### config.mk
export PLATFORM = sky130hd
export DESIGN_NAME = decode
export DESIGN_NICKNAME = d
export VERILOG_FILES = /design/src/rtl/decode_pkg.sv /design/src/rtl/decode.sv
export SDC_FILE = /design/constraint.sdc
export NUM_CORES = 1
export LEC_CHECK = 0
export CAP_MARGIN = 20
export CORE_UTILIZATION = 38
export DETAILED_ROUTE_END_ITERATION = 8
export GPL_TIMING_DRIVEN = 0
export PLACE_DENSITY = 0.91
export SYNTH_ARGS = -nofsm -noshare
export SYNTH_HDL_FRONTEND = slang
export SYNTH_SLANG_ARGS = --single-unit
### constraint.sdc
create_clock -name vclk -period 4.6
set_input_delay 0.69 -clock vclk [all_inputs]
set_output_delay 0.69 -clock vclk [all_outputs]
set_load 0.005 [all_outputs]
### src/rtl/decode_pkg.sv
// Shared MIPS-32 opcode/funct fields and the ALU / multiply-divide operation codes.
// Imported by the decoder, the ALU and the MD unit.
package decode_pkg;

    // Primary opcodes, instr[31:26]
    localparam logic [5:0] OpRtype = 6'b000000;
    localparam logic [5:0] OpJ     = 6'b000010;
    localparam logic [5:0] OpJal   = 6'b000011;
    localparam logic [5:0] OpBeq   = 6'b000100;
    localparam logic [5:0] OpBne   = 6'b000101;
    localparam logic [5:0] OpAddi  = 6'b001000;
    localparam logic [5:0] OpAddiu = 6'b001001;
    localparam logic [5:0] OpSlti  = 6'b001010;
    localparam logic [5:0] OpSltiu = 6'b001011;
    localparam logic [5:0] OpAndi  = 6'b001100;
    localparam logic [5:0] OpOri   = 6'b001101;
    localparam logic [5:0] OpXori  = 6'b001110;
    localparam logic [5:0] OpLui   = 6'b001111;
    localparam logic [5:0] OpLb    = 6'b100000;
    localparam logic [5:0] OpLh    = 6'b100001;
    localparam logic [5:0] OpLw    = 6'b100011;
    localparam logic [5:0] OpLbu   = 6'b100100;
    localparam logic [5:0] OpLhu   = 6'b100101;
    localparam logic [5:0] OpSb    = 6'b101000;
    localparam logic [5:0] OpSh    = 6'b101001;
    localparam logic [5:0] OpSw    = 6'b101011;

    // R-type function codes, instr[5:0]
    localparam logic [5:0] FnSll   = 6'b000000;
    localparam logic [5:0] FnSrl   = 6'b000010;
    localparam logic [5:0] FnSra   = 6'b000011;
    localparam logic [5:0] FnSllv  = 6'b000100;
    localparam logic [5:0] FnSrlv  = 6'b000110;
    localparam logic [5:0] FnSrav  = 6'b000111;
    localparam logic [5:0] FnJr    = 6'b001000;
    localparam logic [5:0] FnMfhi  = 6'b010000;
    localparam logic [5:0] FnMthi  = 6'b010001;
    localparam logic [5:0] FnMflo  = 6'b010010;
    localparam logic [5:0] FnMtlo  = 6'b010011;
    localparam logic [5:0] FnMult  = 6'b011000;
    localparam logic [5:0] FnMultu = 6'b011001;
    localparam logic [5:0] FnDiv   = 6'b011010;
    localparam logic [5:0] FnDivu  = 6'b011011;
    localparam logic [5:0] FnAdd   = 6'b100000;
    localparam logic [5:0] FnAddu  = 6'b100001;
    localparam logic [5:0] FnSub   = 6'b100010;
    localparam logic [5:0] FnSubu  = 6'b100011;
    localparam logic [5:0] FnAnd   = 6'b100100;
    localparam logic [5:0] FnOr    = 6'b100101;
    localparam logic [5:0] FnXor   = 6'b100110;
    localparam logic [5:0] FnNor   = 6'b100111;
    localparam logic [5:0] FnSlt   = 6'b101010;
    localparam logic [5:0] FnSltu  = 6'b101011;

    // ALU operation select
    localparam logic [3:0] AluAdd  = 4'd0;
    localparam logic [3:0] AluSub  = 4'd1;
    localparam logic [3:0] AluOr   = 4'd2;
    localparam logic [3:0] AluSll  = 4'd3;
    localparam logic [3:0] AluSrl  = 4'd4;
    localparam logic [3:0] AluSra  = 4'd5;
    localparam logic [3:0] AluSllv = 4'd6;
    localparam logic [3:0] AluSrlv = 4'd7;
    localparam logic [3:0] AluSrav = 4'd8;
    localparam logic [3:0] AluAnd  = 4'd9;
    localparam logic [3:0] AluXor  = 4'd10;
    localparam logic [3:0] AluNor  = 4'd11;
    localparam logic [3:0] AluSlt  = 4'd12;
    localparam logic [3:0] AluSltu = 4'd13;
    localparam logic [3:0] AluNone = 4'd15;

    // Multiply/divide unit operation select
    localparam logic [3:0] MdNone  = 4'd0;
    localparam logic [3:0] MdMult  = 4'd1;
    localparam logic [3:0] MdMultu = 4'd2;
    localparam logic [3:0] MdDiv   = 4'd3;
    localparam logic [3:0] MdDivu  = 4'd4;
    localparam logic [3:0] MdMthi  = 4'd5;
    localparam logic [3:0] MdMtlo  = 4'd6;
    localparam logic [3:0] MdMfhi  = 4'd7;
    localparam logic [3:0] MdMflo  = 4'd8;

    // Only the long-latency arithmetic ops kick off the MD unit; HI/LO moves do not.
    function automatic logic md_starts(input logic [3:0] md_op);
        return (md_op == MdMult) || (md_op == MdMultu) ||
               (md_op == MdDiv)  || (md_op == MdDivu);
    endfunction

endpackage

### src/rtl/decode.sv
// Combinational MIPS-32 decoder: ALU op select plus MD unit op select and start strobe.
// clk/reset exist only for interface uniformity with the other pipeline blocks.
module decode
    import decode_pkg::*;
(
    input  logic        clk,
    input  logic        reset,
    input  logic [31:0] instr,
    output logic [3:0]  ALUOp,
    output logic [3:0]  MDOp,
    output logic        start
);

    logic [5:0] opcode;
    logic [5:0] funct;
    logic [3:0] alu_op;
    logic [3:0] md_op;
    logic       unused_ctrl;

    assign opcode      = instr[31:26];
    assign funct       = instr[5:0];
    assign unused_ctrl = clk ^ reset;

    always_comb begin
        alu_op = AluNone;
        md_op  = MdNone;
        case (opcode)
            OpRtype: begin
                case (funct)
                    FnAdd, FnAddu: alu_op = AluAdd;
                    FnSub, FnSubu: alu_op = AluSub;
                    FnAnd:         alu_op = AluAnd;
                    FnOr:          alu_op = AluOr;
                    FnXor:         alu_op = AluXor;
                    FnNor:         alu_op = AluNor;
                    FnSlt:         alu_op = AluSlt;
                    FnSltu:        alu_op = AluSltu;
                    FnSll:         alu_op = AluSll;
                    FnSrl:         alu_op = AluSrl;
                    FnSra:         alu_op = AluSra;
                    FnSllv:        alu_op = AluSllv;
                    FnSrlv:        alu_op = AluSrlv;
                    FnSrav:        alu_op = AluSrav;
                    default:       alu_op = AluNone;
                endcase
                case (funct)
                    FnMult:  md_op = MdMult;
                    FnMultu: md_op = MdMultu;
                    FnDiv:   md_op = MdDiv;
                    FnDivu:  md_op = MdDivu;
                    FnMthi:  md_op = MdMthi;
                    FnMtlo:  md_op = MdMtlo;
                    FnMfhi:  md_op = MdMfhi;
                    FnMflo:  md_op = MdMflo;
                    default: md_op = MdNone;
                endcase
            end
            OpAddi, OpAddiu:         alu_op = AluAdd;
            OpAndi:                  alu_op = AluAnd;
            OpOri:                   alu_op = AluOr;
            OpXori:                  alu_op = AluXor;
            // lui: immediate arrives pre-shifted, ALU ORs it with zero
            OpLui:                   alu_op = AluOr;
            OpSlti:                  alu_op = AluSlt;
            OpSltiu:                 alu_op = AluSltu;
            OpLb, OpLh, OpLw, OpLbu, OpLhu,
            OpSb, OpSh, OpSw:        alu_op = AluAdd;
            OpBeq, OpBne:            alu_op = AluSub;
            default:                 alu_op = AluNone;
        endcase
    end

    assign ALUOp = alu_op;
    assign MDOp  = md_op;
    assign start = md_starts(md_op);

endmodule

==> results of run 1 <==
[metal layers]
metal / global-route usage [%] / vias to the layer above / part of all wire [%] / routed length (um)
li1: - / 315 / - / -
met1: 23.0 / 301 / 43 / 654
met2: 41.1 / 30 / 51 / 761
met3: 0 / 0 / 5.9 / 89
met4: 0 / 0 / 0 / 0
met5: 0 / - / 0 / 0
[critical path: cells and delay by family]
family                   cells  cell delay [ns]
AO/OA/AOI/OAI                2             0.41
XOR/XNOR                     1             0.11
adder cells (fa/ha/maj)      1             0.39
buffers and inverters        3             1.27
AND/OR/NAND/NOR              1             0.20
[path summary, 6_finish.rpt]
kind	slack, ns	cells past startpoint	end
setup / recovery	0.84	8	start
hold / removal	2.28	6	MDOp[0]
[synthesized netlist by cell type (all sizes together) (2+ instances only)]
library cell	n	area, um^2
inv	8	30.0
nor2b	8	50.1
o21ai	6	30.0
a21oi	5	25.0
nor2	5	18.8
ha	4	50.1
nor3	4	31.3
a211oi	3	27.5
buf	3	20.0
nand2	3	11.3
a211o	2	17.5
clkbuf	2	7.51
mux2i	2	20.0
nand3b	2	27.5
o22ai	2	12.5
[power groups by stage]
| stage | logic, W | clock network, W | registers (W) |
|---|---|---|---|
| finish | 0.0000590 | 0 | 0 |
| global route | 0.0000643 | 0 | 0 |
| CTS | 0.0000583 | 0 | 0 |
| detailed placement | 0.0000581 | 0 | 0 |
| global placement | 0.0000560 | 0 | 0 |
| floorplan | 0.0000340 | 0 | 0 |
[metrics by stage]
step                std cells  hold WS, ns  worst slack (ns)  total power [W]  utilization, %
floorplan                  76         1.42              1.95        0.0000340               -
global placement          109         2.25             0.906        0.0000560            56.5
detailed placement        109         2.28             0.851        0.0000581            56.5
CTS                       109         2.29             0.844        0.0000583            56.5
global route              109         2.32             0.736        0.0000643            56.5
finish                    109         2.28             0.840        0.0000590            56.5
[layout make-up]
class,instances,share of cell area (%)
Multi-Input combinational cell,63,65.5
Timing Repair Buffer,18,24.2
Inverter,8,4.03
Buffer,5,3.70
Tap cell,15,2.52
[cell families (layout without fill, tap and decap cells)]
family | count (synthesis) | count (layout) | share of synthesized area, %
buf+inv | 13 | 31 | 10.5
simple gates | 27 | 27 | 32.8
mux | 3 | 3 | 5.73
fa+ha+maj | 5 | 5 | 11.0
compound gates | 26 | 26 | 36.7
xor+xnor | 2 | 2 | 3.21
==> results.json, run 1 <==
{
  "hold_buffers": 0,
  "first_iter_violations": 23,
  "totalWireLength_um": 1510,
  "setup_viol": 0,
  "syn_to_final_growth_pct": 36.5,
  "grt_pass1_wl_um": 2250,
  "layout_min_cycle_time_ns": 3.76,
  "yosysWarnings": 0,
  "ys_types": 37,
  "worstHoldStart": "instr[28]",
  "path_cells": "clkdlybuf4s50_1 > inv_1 > ha_1 > and3b_1 > a211oi_1 > xnor2_1 > a211oi_2 > clkdlybuf4s50_1",
  "drt_pass1_iterations": 4,
  "initial_utilization_pct": 41.4,
  "track_usage_pct": 19.9,
  "num_antenna_cells": 0,
  "slowest_delay_ns": 0.63,
  "cts_setup_buffers": 0,
  "design.seq.count": 0,
  "core_area_um2": 1320,
  "antenna_left": 0,
  "comb_power_share_pct": 100.0,
  "fin_crit_sh_pct": 81.7,
  "worstMarginPinSlew_ns": 0.497,
  "drive_gt1_share_pct": 8.51,
  "min_path_type": "in2out",
  "rows": 13,
  "clockPowerShare_pct": 0,
  "rsz0062_at_grt": "no",
  "drc_errors": 0,
  "slew_headroom_pct": 66.9,
  "irDropWorstVdd_v": 0.0000453,
  "syn_nets": 114,
  "grt_pass1_vias": 550,
  "status": "complete, no violations",
  "die_h_um": 39.9,
  "required_ns": 3.91,
  "dp_hpwl_um": 1170,
  "fin_setup_tns_ns": 0,
  "hold_viol_final": 0,
  "p_seq_share_pct": 0,
  "power.switching_w": 0.0000296,
  "yosysSeqAreaShare_pct": 0,
  "grt_max_degree": 11,
  "gp_congestion": 0.844,
  "cp_slowest_cell": "clkdlybuf4s50_1",
  "path_class": "in2out",
  "final_area_um2": 744,
  "p_per_area_nw_per_um2": 79.3,
  "cp_max_fo": 6,
  "fmax_ghz": 0.266,
  "switching_share_pct": 50.2,
  "worst_setup_path_end_kind": "output port",
  "multi_input_area_um2": 488,
  "finalMaxSlewViolations": 0,
  "cts_resized": 0,
  "num_vias": 646,
  "portBuffers": 18,
  "nClkBuffers": 0,
  "dpl_cell_area_um2": 744,
  "crit_top_cell": "clkdlybuf4s50_1",
  "layout_commonest_cell": "clkdlybuf4s50_1",
  "vias_per_cell": 5.93,
  "gr-total-overflow": 0,
  "internal-power_w": 0.0000294,
  "die_area_um2": 1590,
  "io_pins": 43,
  "syn_area_um2": 546,
  "num-nets-final": 134,
  "chipWidth_um": 39.9,
  "crit_start": "instr[0]",
  "maxCapViolCount": 0,
  "final_cell_mix": "18 x clkdlybuf4s50_1, 8 x inv_1, 8 x nor2b_1, 6 x o21ai_0",
  "leakagePower_nw": 0.301,
  "arrival_ns": 3.07,
  "synthCells": 76,
  "regArea_um2": 0,
  "nFillCells": 128,
  "syn_area_per_cell_um2": 7.18,
  "antenna_found_initial": 0,
  "critPathLaunchType": "input pin",
  "detail_route.wl_per_cell_um": 13.8
}
Note: power is estimated with default switching activity, not from simulation.
==> run 2, diff against run 1 <==
- CORE_UTILIZATION: 38 -> 35
- PLACE_DENSITY: 0.91 -> 0.84
- clock period: 4.6 -> 3.7 ns (I/O delays scaled with it)
==> run 2 against run 1 <==
Global-route usage is 3.9 points lower. Largest cell class unchanged. Routed wire length is 11% lower. Worst setup slack worse by 0.62 ns. Via count is 7.9% lower. Highest routed layer unchanged. Hold slack worse by 0.28 ns. Total power is 21% higher.
==> results.json, run 2 (synthesis gave the netlist of run 1 again) <==
{
  "status": "complete, no violations",
  "fmax_ghz": 0.287,
  "num-nets-final": 134,
  "path_class": "in2out",
  "hold_viol_final": 0,
  "portBuffers": 18,
  "first_iter_violations": 0,
  "crit_start": "instr[0]",
  "rows": 13,
  "nClkBuffers": 0,
  "regArea_um2": 0,
  "drt_pass1_iterations": 1,
  "detail_route.wl_per_cell_um": 12.3,
  "rsz0062_at_grt": "no",
  "core_area_um2": 1380,
  "antenna_found_initial": 0,
  "grt_pass1_vias": 576,
  "p_per_area_nw_per_um2": 96.1,
  "layout_commonest_cell": "clkdlybuf4s50_1",
  "placed_cells": 109,
  "totalWireLength_um": 1340,
  "maxCapViolCount": 0,
  "gr-total-overflow": 0,
  "initial_utilization_pct": 39.5,
  "fin_cells": 109,
  "arrival_ns": 2.93,
  "cp_max_fo": 6,
  "dp_hpwl_um": 1110,
  "gp_congestion": 0.898,
  "grt_pass1_wl_um": 2380,
  "final_cell_mix": "18 x clkdlybuf4s50_1, 8 x inv_1, 8 x nor2b_1, 6 x o21ai_0",
  "worstMarginPinSlew_ns": 0.485,
  "num_vias": 595,
  "chipWidth_um": 41.5,
  "track_usage_pct": 16.0,
  "drc_errors": 0,
  "hold_buffers": 0,
  "drive_gt1_share_pct": 8.51,
  "die_h_um": 41.5,
  "worst_setup_path_end_kind": "output port",
  "layout_min_cycle_time_ns": 3.48,
  "dpl_cell_area_um2": 744,
  "vias_per_cell": 5.46,
  "fin_setup_tns_ns": 0,
  "leakagePower_nw": 0.301,
  "final_area_um2": 744,
  "min_path_type": "in2out",
  "critPathLaunchType": "input pin",
  "grt_max_degree": 11,
  "design.seq.count": 0,
  "fin_crit_sh_pct": 94.1,
  "syn_to_final_growth_pct": 36.5,
  "io_pins": 43,
  "cts_setup_buffers": 0,
  "cts_resized": 0,
  "setup_viol": 0,
  "die_area_um2": 1720,
  "num_antenna_cells": 0,
  "required_ns": 3.14,
  "nFillCells": 140,
  "crit_path_end": "start",
  "antenna_left": 0,
  "slew_headroom_pct": 67.7,
  "finalMaxSlewViolations": 0,
  "irDropWorstVdd_v": 0.0000438
}
[run 2: cell type report]
class | count | area [um^2] | area share (%)
well taps | 15 | 18.8 | 2.52
plain buffers | 5 | 27.5 | 3.70
multi-input cells | 63 | 488 | 65.5
repair buffers | 18 | 180 | 24.2
inverters | 8 | 30.0 | 4.03
[run 2: metrics by stage]
step / util, % / setup slack (ns) / hold slack [ns] / power, W
after floorplan: - / 1.32 / 1.15 / 0.0000423
after global placement: 53.8 / 0.266 / 1.98 / 0.0000698
after detailed placement: 53.8 / 0.199 / 2.00 / 0.0000714
after CTS: 53.8 / 0.194 / 2.01 / 0.0000718
after global routing: 53.8 / 0.0846 / 2.04 / 0.0000791
final: 53.8 / 0.217 / 2.00 / 0.0000715
[run 2: worst min path at each step]
stage	end	depth (start not counted)	from
finish	ALUOp[1]	4	instr[28]
global route	ALUOp[1]	4	instr[28]
CTS	MDOp[2]	6	instr[28]
detailed placement	MDOp[0]	6	instr[28]
global placement	start	6	instr[28]
floorplan	MDOp[0]	1	instr[0]
[run 2: critical path, cell delays in order]
cell and delay (ns):
clkdlybuf4s50_1 0.62, inv_1 0.11, ha_1 0.39, and3b_1 0.20
a211oi_1 0.24, xnor2_1 0.11, a211oi_2 0.16, clkdlybuf4s50_1 0.54
[run 2: routing by layer]
layer | part of all wire [%] | global-route usage (%) | up-vias
met5 | 0 | 0 | -
met4 | 0 | 0 | 0
met3 | 3.5 | 1.30 | 0
met2 | 52 | 32.2 | 13
met1 | 44 | 19.0 | 270
li1 | - | - | 312
[run 2: power by group]
part	total, W	internal [W]	switching [W]
registers	0	0	0
clock network	0	0	0
logic	0.0000715	0.0000364	0.0000351
